<file path="src/rtl/trace_capture.sv">
// trace_capture: records processor register-write events in a circular buffer,
// freezes it a programmable number of events after a PC trigger, then drains it.
module trace_capture #(
    parameter int WORD_SIZE = 32,
    parameter int DEPTH     = 16,
    parameter int ADDR_W    = 4
) (
    input  logic                 clk,
    input  logic                 rst,
    input  logic [WORD_SIZE-1:0] prog_count,
    input  logic [5:0]           instr_opcode,
    input  logic [4:0]           write_reg_addr,
    input  logic [WORD_SIZE-1:0] write_reg_data,
    input  logic                 reg_write,
    input  logic                 arm,
    input  logic [WORD_SIZE-1:0] trig_pc,
    input  logic [ADDR_W:0]      post_count,
    input  logic                 rd_req,
    output logic [1:0]           state,
    output logic [ADDR_W:0]      entry_count,
    output logic                 overflow,
    output logic                 rd_valid,
    output logic [WORD_SIZE-1:0] rd_pc,
    output logic [5:0]           rd_opcode,
    output logic [4:0]           rd_waddr,
    output logic [WORD_SIZE-1:0] rd_wdata
);
    localparam int EW = 2*WORD_SIZE+11;
    localparam logic [ADDR_W:0] FULL = (ADDR_W+1)'(DEPTH);
    localparam logic [ADDR_W:0] ONE = (ADDR_W+1)'(1);
    localparam logic [ADDR_W-1:0] PONE = ADDR_W'(1);
    typedef enum logic [1:0] {IDLE, ARMED, CAPTURE, DONE} state_t;
    state_t st;
    logic [ADDR_W-1:0] wptr, rptr;
    logic [ADDR_W:0] remain, clamp, rw_w;
    logic [EW-1:0] mem [DEPTH];
    logic trig, rec;
    assign clamp = post_count > FULL ? FULL : post_count;
    assign rw_w = (ADDR_W+1)'(reg_write);
    assign trig = !arm && st == ARMED && prog_count == trig_pc;
    // A trigger with a zero post count freezes before its own event lands.
    assign rec = !arm && reg_write && (st == CAPTURE || (st == ARMED && !(trig && clamp == '0)));
    assign state = st;
    always_ff @(posedge clk)
        if (rec) mem[wptr] <= {prog_count, instr_opcode, write_reg_addr, write_reg_data};
    always_ff @(posedge clk or negedge rst)
        if (!rst) begin
            st <= IDLE;
            wptr <= '0;
            rptr <= '0;
            entry_count <= '0;
            overflow <= 1'b0;
            remain <= '0;
            rd_valid <= 1'b0;
            {rd_pc, rd_opcode, rd_waddr, rd_wdata} <= '0;
        end else begin
            rd_valid <= 1'b0;
            if (arm) begin
                st <= ARMED;
                wptr <= '0;
                rptr <= '0;
                entry_count <= '0;
                overflow <= 1'b0;
                remain <= '0;
            end else begin
                if (rec) begin
                    wptr <= wptr + PONE;
                    if (entry_count == FULL) begin
                        rptr <= rptr + PONE;
                        overflow <= 1'b1;
                    end else entry_count <= entry_count + ONE;
                end
                if (trig) begin
                    remain <= clamp == '0 ? '0 : clamp - rw_w;
                    st <= (clamp == '0 || clamp == rw_w) ? DONE : CAPTURE;
                end
                if (st == CAPTURE && reg_write) begin
                    remain <= remain - ONE;
                    if (remain == ONE) st <= DONE;
                end
                if (st == DONE && rd_req && entry_count != '0) begin
                    rd_valid <= 1'b1;
                    {rd_pc, rd_opcode, rd_waddr, rd_wdata} <= mem[rptr];
                    rptr <= rptr + PONE;
                    entry_count <= entry_count - ONE;
                end
            end
        end
endmodule

</file>
<file path="config.mk">
export PLATFORM = sky130hd
export DESIGN_NAME = trace_capture
export DESIGN_NICKNAME = d
export VERILOG_FILES = /design/src/rtl/trace_capture.sv
export SDC_FILE = /design/constraint.sdc
export NUM_CORES = 1
export LEC_CHECK = 0
export BUFFER_PORTS_ARGS = -buffer_cell sky130_fd_sc_hd__buf_2
export CAP_MARGIN = 40
export CORE_MARGIN = 4
export CORE_UTILIZATION = 30
export CTS_BUF_LIST = sky130_fd_sc_hd__clkbuf_2 sky130_fd_sc_hd__clkbuf_4 sky130_fd_sc_hd__clkbuf_8
export CTS_CLUSTER_SIZE = 25
export DETAILED_ROUTE_END_ITERATION = 8
export GPL_ROUTABILITY_DRIVEN = 1
export PLACE_DENSITY = 0.57
export SETUP_SLACK_MARGIN = 0.15
export SYNTH_ARGS = -nofsm -noshare
export SYNTH_HDL_FRONTEND = slang
export SYNTH_SLANG_ARGS = --single-unit
export TNS_END_PERCENT = 100
</file>
<file path="constraint.sdc">
create_clock -name clk -period 12.4 [get_ports clk]
set_clock_uncertainty 0.05 [all_clocks]
set_input_delay 2.48 -clock clk [delete_from_list [all_inputs] [get_ports clk]]
set_output_delay 2.48 -clock clk [all_outputs]
set_load 0.05 [all_outputs]
</file>
After elaboration in Yosys (flattened, before gate mapping)
Memory sizes are Yosys's and may differ from the RTL's. A register that Yosys moved wholly into a read port is not among the register bits. Index checks and enable logic that the tools add are counted. Widths: inputs -> output; s select.

Bits in registers: 22. Bits in latches: 0. Bits in writable memories: 1200. Bits in read-only memories: 0. Input port bits: 117. Output and inout port bits: 84. Word-level logic and storage cells: 76. Memories kept: 1.

Add/sub/neg operators: 6. Multiply operators: 0. Divide/modulo/power cells: 0. Magnitude comparators: 1. Equality and inequality tests: 8. Shift-type cells: 0. Muxes and demuxes: 27. Bitwise logic cells: 1. Reduce and logical (&&, ||, !) cells: 25.

Memory list: mem (words 16, bits a word 75, rd ports 1, clocked after memory_dff 1, wr ports 1, line 36) `logic [EW-1:0] mem [DEPTH];`.

Operators by type and width (number): $mux 5 (9); $eq 32x32->1 (1); $mux 4 (6); $sub 5x1->5 const B (2); $logic_and 1x1->1 (9); $reduce_bool 3->1 (3); $add 4x1->4 const B (2); $mux 1 (8); $mux 2 (4); $reduce_and 2->1 (4); $add 5x1->5 const B (1); $eq 5x1->1 (1); $eq 5x1->1 const B (1); $eq 5x5->1 const B (1); $gt 5x5->1 const B (1); $logic_not 5->1 (1); $reduce_bool 5->1 (1); $sub 5x1->5 (1); $eq 2x2->1 const B (2); $reduce_bool 2->1 (2); $logic_not 1->1 (3); $ne 3x2->1 const B (1); $eq 2x1->1 const B (1); $logic_or 1x1->1 (2); $not 1->1 (1).

Depth between registers and ports, before layout
Gate-level depths: netlist of run 1.

Word-level depth: 11. Mapped depth: 10. Depth with buffers taken out: 10.

Worst setup path before layout of run 1
No wires, ideal clock.

Path type: input -> register. Start point: in trig_pc[28]. End point: mem mem[7][0] (netlist name) (enable). Library setup time: 719 ps. Data arrival time: 11108 ps. Path slack: 522 ps. Stages on the path: 7. Path through: xor2_1 nor4_4 and3_2 nand4_1 nand2_1 buf_2 nor4b_1.

Longest elaborated chain between the ends: 9.

Ends and longest elaborated chain: start, declared (line 16) `input logic [WORD_SIZE-1:0] trig_pc,`; $eq 32x32->1 (line 40) `assign trig = !arm && st == ARMED && prog_count == trig_pc;`; $logic_and 1x1->1 (line 40); $logic_and 1x1->1 (line 42) `assign rec = !arm && reg_write && (st == CAPTURE || (st == ARMED && !(trig && clamp == '0)));`; $logic_not 1->1 (line 42); $logic_and 1x1->1 (line 42); $logic_or 1x1->1 (line 42); $logic_and 1x1->1 (line 42); $mux 1 (line 45) `if (rec) mem[wptr] <= {prog_count, instr_opcode, write_reg_addr, write_reg_data};`; $mux 1 (implied by the code) (line 45); end, declared (line 36).

Every way passes these cells.

Worst setup path after layout of run 1
Start point: in prog_count[27]. End point: mem mem[7][45] (netlist name) (enable).

Longest elaborated chain between the ends: 9.

Ends and longest elaborated chain: start, declared (line 10) `input logic [WORD_SIZE-1:0] prog_count,`; $eq 32x32->1 (line 40); $logic_and 1x1->1 (line 40); $logic_and 1x1->1 (line 42); $logic_not 1->1 (line 42); $logic_and 1x1->1 (line 42); $logic_or 1x1->1 (line 42); $logic_and 1x1->1 (line 42); $mux 1 (line 45); $mux 1 (implied by the code) (line 45).

Every way passes these cells.

==> summary.txt, run 1 <==
CTS
  – Resize count post-CTS: 0
  – CTS buffer count: 194
  – Number of levels in the clock H-tree: 4
  – Clock Tree Buf Depth: 3
  – Sinks on Clock Net: 1297
  – Clock latency reported for the late side of the worst-skew pair: 880 ps
  – TritonCTS clock tree: done
  – Buffers inserted by post-CTS timing repair: 0
  – Count of hold buffers inserted by post-cts repair: 0
  – Buffer cell driving the clock tree root: clkbuf_8
  – CTS clock-pin slew for the worst setup and hold paths: 60 ps

Logic synthesis
  – Yosys top cell area share: 71.14%
  – Register bit count reported by yosys: 1297
  – Cell accounting for the most synthesized area: edfxtp_1
  – Unique masters post-synth: 69
  – Area of the mapped netlist: 50650 µm²
  – Net count of the mapped netlist: 2770
  – Post-synth top flop: edfxtp_1
  – Mean area per synthesized cell: 19.19 µm²
  – Number of enable flip-flop cells after synthesis: 1200
  – Sequential-to-total area share from yosys stat: 75.94%
  – Ranking of synthesized cells by area: edfxtp_1, mux4_2, dfrtp_1
  – Post-synth ARST share: 7.479%
  – Number of warnings reported in the yosys synthesis log: 0
  – Cells after Synth: 2640

Timing
  – Final worst slack: 6653 ps
  – Worst max-slew margin expressed relative to the limit: 35.34%
  – Setup violators final: 0
  – Tcrit/Tclk final: 46.35%
  – Highest attainable clock frequency: 174.0 MHz
  – Unrepaired setup endpoints after global routing: no
  – Setup TNS: 0 ps
  – Pin slew with the least headroom to its limit: 969.9 ps
  – Number of hold violations in the final report: 0
  – Pins Over Slew Limit: 0
  – Minimum period implied by the final worst setup slack: 5747 ps

Finish
  – Multi-input gate area: 11460 µm²
  – Fill cell count: 15710
  – Final design area excluding fillers: 58580 µm²
  – Layout overhead on the synthesized area: 15.66%
  – Net count of the finished layout: 3079
  – Share of cells above drive strength 1: 25.42%
  – Utilization after layout: 34.99%
  – Final instance count without filler cells: 5328
  – Register area: 38480 µm²

Power and ir drop
  – Fraction of power spent switching nets: 20.94%
  – Part of the total power dissipated in the clock network: 41.1%
  – Worst VDD drop: 0.08150 mV
  – Switching power of the nets: 1.779 mW
  – Reported leakage power: 18.96 nW
  – Register share of total power: 56.8%
  – Total power divided by cell area: 145.0 nW/µm²
  – Part of the power in combinational logic: 2.2%
  – Internal power of the cells: 6.718 mW

Critical path
  – Critical Path Sink Type: flip-flop
  – Max Fanout on Critical Path: 33
  – Worst endpoint data arrival time: 6180 ps
  – Critical Path Source Type: input pin
  – Critical setup path kind: input pin to flip-flop
  – Endpoint required time on the critical path: 12830 ps

Detailed routing
  – Vias after detailed routing: 26100
  – Antenna-violating nets left: 0
  – Post-DR wirelength/cell: 24.31 µm
  – Detail-routed via count per cell: 4.899
  – Routed wire length: 129500 µm
  – Number of DRC violations after detailed-routing iteration 0: 2027
  – Total iterations of the first detailed-routing run: 5
  – Residual DRC count: 0

Global route
  – GR Overflow Total: 0
  – Initial antenna violation count: 39
  – Maximum number of pins on one net before global-route repair: 114
  – Wire length of the first global-routing pass: 187700 µm
  – Global Route Usage Sum: 14.63%
  – Via count of the first global-routing pass: 26500

Placed design
  – Worst setup timing slack at the placement stage: 5669 ps
  – HPWL after detailed placement: 74610 µm
  – Final GP Congestion: 0.7334
  – Placed Instance Area: 54630 µm²
  – Buffers added on ports: 200
  – Total placed cells including tap cells: 4957

Run
  – Number of max-capacitance violations reported: 0

Floorplan
  – X dimension of the die: 418.9 µm
  – Die height: 418.9 µm
  – Core region area: 167400 µm²
  – Die area: 175500 µm²
  – I/O pin total: 201
  – Core Rows: 150
  – Effective utilization at floorplan: 30.25%

Status
  – Status: completed

Hold path
  – Class of the worst hold path: flip-flop to flip-flop
[flip-flops by register name, indices dropped and copies added (netlist names), 4 cells and up]
register,flops
rd_waddr,5
mem,1200
rd_pc,32
wptr,4
rd_opcode,6
rptr,4
entry_count,5
remain,5
rd_wdata,32
[kinds of logic after synthesis]
group                      synth area share [%]
xor gates and xnor gates                 0.6052
muxes                                     12.95
AOI/OAI and AO/OA                         6.534
buffers and inverters                     1.643
DFF                                       75.94
and+or+nand+nor                           1.996
adders and majority gates                0.3360
[per-layer routing]
metal | vias to the layer above | track usage, % | wire (µm)
li1 | 11510 | - | -
met1 | 13630 | 18.82 | 54320
met2 | 720 | 24.41 | 64080
met3 | 226 | 3.657 | 7651
met4 | 12 | 4.448 | 3387
met5 | - | 0 | 69
[area by class of cell]
class                      instances  area share [%]
sequential                      1297           65.68
multi-input combinational       1178           19.56
clock buffer                     279           5.732
tap                             2204           4.707
timing repair buffer             265           3.231
clock inverter                    80          0.9590
inverter                          13         0.08329
antenna                           12         0.05126
[Yosys cell counts (3+ instances only)]
cell type,number
o22ai_1,76
xnor2_1,3
buf_1,15
a31oi_1,3
o21ai_1,40
buf_2,50
nor4_4,3
nor3_1,8
inv_1,12
edfxtp_1,1200
o31ai_1,3
mux2_1,70
buf_4,26
o21ai_0,47
nand3_1,10
clkbuf_1,53
a21oi_1,81
nor4_2,5
nor4_1,4
nand2_1,91
mux2_2,8
mux2i_1,230
nor2_1,11
o221ai_1,75
xor2_1,32
nor2b_1,3
a211oi_1,76
dfrtp_1,97
ha_1,12
buf_6,6
nand4_1,3
nand2b_1,7
nor4b_1,6
a21o_1,77
and4_1,5
and4b_1,6
mux4_2,150
[through the flow]
stage / power [mW] / hold WS (ps)
3_3_place_gp: 5.095 / 407.6
4_1_cts: 8.601 / 424.9
6_report: 8.497 / 419.5
5_1_grt: 8.814 / 433.7
3_5_place_dp: 5.102 / 410.9
2_1_floorplan: 4.980 / 468.8
[critical path: stages]
cell and delay [ps]:
buf_2 270, xor2_1 660, nor4_2 140, and4_1 290, nand4_1 260, nand2_1 360, nor4b_2 380, buf_4 580
buf_4 650
[power groups by stage]
stage / Clock [mW] / Combinational, mW / Sequential [mW]
after floorplan: 0 / 0.0584 / 4.92
after global placement: 0 / 0.183 / 4.91
after detailed placement: 0 / 0.189 / 4.91
after CTS: 3.59 / 0.189 / 4.82
after global routing: 3.79 / 0.201 / 4.82
final: 3.49 / 0.184 / 4.82
[worst paths after layout]
| check | cells past startpoint | end | startpoint | slack [ps] |
|---|---|---|---|---|
| max | 9 | mem[7][45] | prog_count[27] | 6650 |
| min | 1 | rd_waddr[1] | rd_waddr[1] | 420 |
| max reg2reg | 8 | mem[7][45] | state[1] | 8480 |
| min reg2reg | 1 | rd_waddr[1] | rd_waddr[1] | 420 |
| max in group asynchronous | 3 | rd_wdata[17] | rst | 9650 |
| min in group asynchronous | 1 | rd_pc[14] | rst | 1540 |
[cells in the final DEF (no fill, tap or decap), drive strengths merged, types with 19 or more instances in the layout]
| cell type | Yosys | layout |
|---|---|---|
| o221ai | 75 | 75 |
| buf | 97 | 265 |
| nand2 | 93 | 93 |
| mux2 | 78 | 78 |
| o22ai | 76 | 76 |
| mux4 | 150 | 150 |
| clkinv | 0 | 65 |
| a21oi | 83 | 83 |
| a21o | 77 | 77 |
| inv | 13 | 19 |
| mux2i | 230 | 230 |
| dfrtp | 97 | 97 |
| o21ai | 88 | 88 |
| edfxtp | 1200 | 1200 |
| xor2 | 32 | 32 |
| clkbuf | 55 | 279 |
| a211oi | 76 | 76 |
Power figures use the tool's default switching activity.
==> run 2: changes to the inputs <==
--- a/config.mk
+++ b/config.mk
@@ -13,7 +13,7 @@
 export CTS_CLUSTER_SIZE = 25
 export DETAILED_ROUTE_END_ITERATION = 8
 export GPL_ROUTABILITY_DRIVEN = 1
-export PLACE_DENSITY = 0.57
+export PLACE_DENSITY = 0.58
 export SETUP_SLACK_MARGIN = 0.15
 export SYNTH_ARGS = -nofsm -noshare
 export SYNTH_HDL_FRONTEND = slang
==> constraint.sdc (replaced) <==
create_clock -name clk -period 5 [get_ports clk]
set_clock_uncertainty 0.05 [all_clocks]
set_input_delay 1 -clock clk [delete_from_list [all_inputs] [get_ports clk]]
set_output_delay 1 -clock clk [all_outputs]
set_load 0.05 [all_outputs]
==> summary.txt, run 2 (same netlist as run 1, synthesis figures left out) <==
Status
  – Status: completed

Critical path
  – Worst endpoint data arrival time: 4060 ps
  – Cell depth of the worst setup path: 9
  – Bufs and invs on worst path: 3
  – Critical Path Sink Type: flip-flop
  – R2R depth: 7
  – Reg-to-Reg End: rd_waddr[2]
  – Critical setup path kind: input pin to flip-flop
  – Delay of the slowest critical-path stage: 790 ps
  – Cell with the largest stage delay on the worst path: nor4b_4
  – Max Fanout on Critical Path: 29
  – Destination of the critical timing path: mem[7][49]
  – Critical Path Source Type: input pin
  – Reg2reg setup slack: 1540 ps
  – Crit path from: prog_count[22]
  – Delay-heaviest family, CP: simple AND/OR/NAND/NOR gates
  – Endpoint required time on the critical path: 5510 ps
  – Cell-by-cell listing of the critical path: buf_2 -> xor2_1 -> nor4_2 -> buf_4 -> and2_2 -> nand4_1 -> nand2_2 -> nor4b_4 -> buf_12
  – Worst r2r src: rptr[2]

Global route
  – Initial antenna violation count: 36
  – Global Route Usage Sum: 14.95%
  – Wire length of the first global-routing pass: 191500 µm
  – Via count of the first global-routing pass: 26810
  – GR Overflow Total: 0
  – Maximum number of pins on one net before global-route repair: 106

Floorplan
  – Core region area: 167400 µm²
  – Die area: 175500 µm²
  – Die height: 418.9 µm
  – Effective utilization at floorplan: 30.25%
  – I/O pin total: 201
  – Core Rows: 150
  – X dimension of the die: 418.9 µm

Power and ir drop
  – Reported leakage power: 19.21 nW
  – Total power divided by cell area: 360.5 nW/µm²
  – Worst VDD drop: 0.2159 mV

CTS
  – Sinks on Clock Net: 1297
  – Number of levels in the clock H-tree: 4
  – TritonCTS clock tree: done
  – CTS buffer count: 202
  – Clock Tree Buf Depth: 3
  – CTS clock-pin slew for the worst setup and hold paths: 60 ps
  – Clock latency reported for the late side of the worst-skew pair: 930 ps
  – Resize count post-CTS: 0
  – Buffer cell driving the clock tree root: clkbuf_8

Placed design
  – HPWL after detailed placement: 76570 µm
  – Buffers added on ports: 200
  – Final GP Congestion: 0.7465

Hold path
  – Class of the worst hold path: flip-flop to flip-flop
  – Launch point of the worst hold path: rd_opcode[4]

Timing
  – Highest attainable clock frequency: 281.5 MHz
  – Pin slew with the least headroom to its limit: 912.8 ps
  – Unrepaired setup endpoints after global routing: no
  – Pins Over Slew Limit: 0
  – Number of hold violations in the final report: 0
  – Minimum period implied by the final worst setup slack: 3552 ps
  – Setup violators final: 0
  – Tcrit/Tclk final: 71.05%
  – Worst max-slew margin expressed relative to the limit: 39.15%
  – Setup TNS: 0 ps

Finish
  – Utilization after layout: 35.38%
  – Layout overhead on the synthesized area: 16.95%
  – Number of flip-flops in the largest register: 1200
  – Register name with the most flops: mem
  – Most common library cell in the layout ignoring fill and taps: edfxtp_1
  – Most used cells in the layout excluding fill and tap cells: edfxtp_1, mux2i_1, clkbuf_8, buf_2, mux4_2
  – Net count of the finished layout: 3117
  – Share of cells above drive strength 1: 26.63%

Detailed routing
  – Residual DRC count: 0
  – Routed wire length: 132100 µm
  – Detail-routed via count per cell: 4.945
  – Post-DR wirelength/cell: 24.62 µm
  – Vias after detailed routing: 26540
  – Total iterations of the first detailed-routing run: 7
  – Number of DRC violations after detailed-routing iteration 0: 2257
  – Antenna-violating nets left: 0

Run
  – Number of max-capacitance violations reported: 0
-- run 2: cell count changes in the layout (fill, tap and decap cells not counted), moves of 5 or more --
cell      previous run  this run
nor4b_4              0         5
buf_4               41        54
nor4b_2              5         0
xor2_4               0         6
buf_12               5        37
xor2_1              32        24
clkbuf_8           202       211
buf_16              17         2
-- run 2: through the flow --
step           power (mW)  instances  hold WS [ps]  worst slack, ps  instance area, µm²
3_3_place_gp        12.67       4981         406.9            431.5               55070
3_5_place_dp        12.68       4986         410.8            434.6               55140
2_1_floorplan       12.35       2640         467.1            118.2               50880
5_1_grt             22.14       5356         355.8             1402               59210
6_report            21.35       5366         418.5             1448               59230
4_1_cts             21.61       5355         305.6             1441               59210
-- run 2: worst reg2reg max path: stages, from the launching register on --
cell	delay, ps
dfrtp_4	990
and2_4	840
buf_4	410
a21oi_1	120
o21ai_0	180
o22ai_1	150
a211oi_1	470
a21o_1	140
-- run 2: what timing repair did --
action | 4_1_cts | 5_1_grt
endpoints found under the hold margin | 46 | 0
setup buffers | 0 | 0
hold buffers | 1 | 0
-- run 2: worst min-delay path by stage --
stage / endpoint / slack [ps] / depth (start not counted)
2_1_floorplan: wptr[0] / 470 / 1
5_1_grt: mem[10][51] / 360 / 1
3_3_place_gp: rd_wdata[16] / 410 / 1
6_report: rd_opcode[4] / 420 / 1
4_1_cts: mem[11][15] / 310 / 1
3_5_place_dp: rd_pc[20] / 410 / 1
-- run 2: final cells by class --
| class | instances | area (µm²) |
|---|---|---|
| Fill cell | 15660 | 108200 |
| Sequential cell | 1297 | 38480 |
| Multi-Input combinational cell | 1178 | 11640 |
| Clock buffer | 286 | 3467 |
| Tap cell | 2204 | 2758 |
| Timing Repair Buffer | 295 | 2223 |
| Clock inverter | 82 | 589.3 |
| Inverter | 13 | 48.80 |
| Antenna cell | 11 | 27.53 |
-- run 2: metal layers --
layer  vias to the layer above  part of all wire, %  GRT usage (%)  wire [µm]
li1                      11610                    -              -          -
met1                     13880                   43          19.87      56700
met2                       833                   48          24.26      63530
met3                       193                  6.9          4.099       9130
met4                        18                  2.0          3.824       2626
met5                         -                0.094              0        124
-- run 2: where the power goes --
| group | switching (mW) | total, mW | internal, mW | leakage (nW) |
|---|---|---|---|---|
| combinational | 0.355 | 0.490 | 0.135 | 4.90 |
| sequential | 0.0204 | 12.0 | 11.9 | 12.2 |
| clock | 4.18 | 8.90 | 4.72 | 2.16 |
| total | 4.55 | 21.4 | 16.8 | 19.2 |
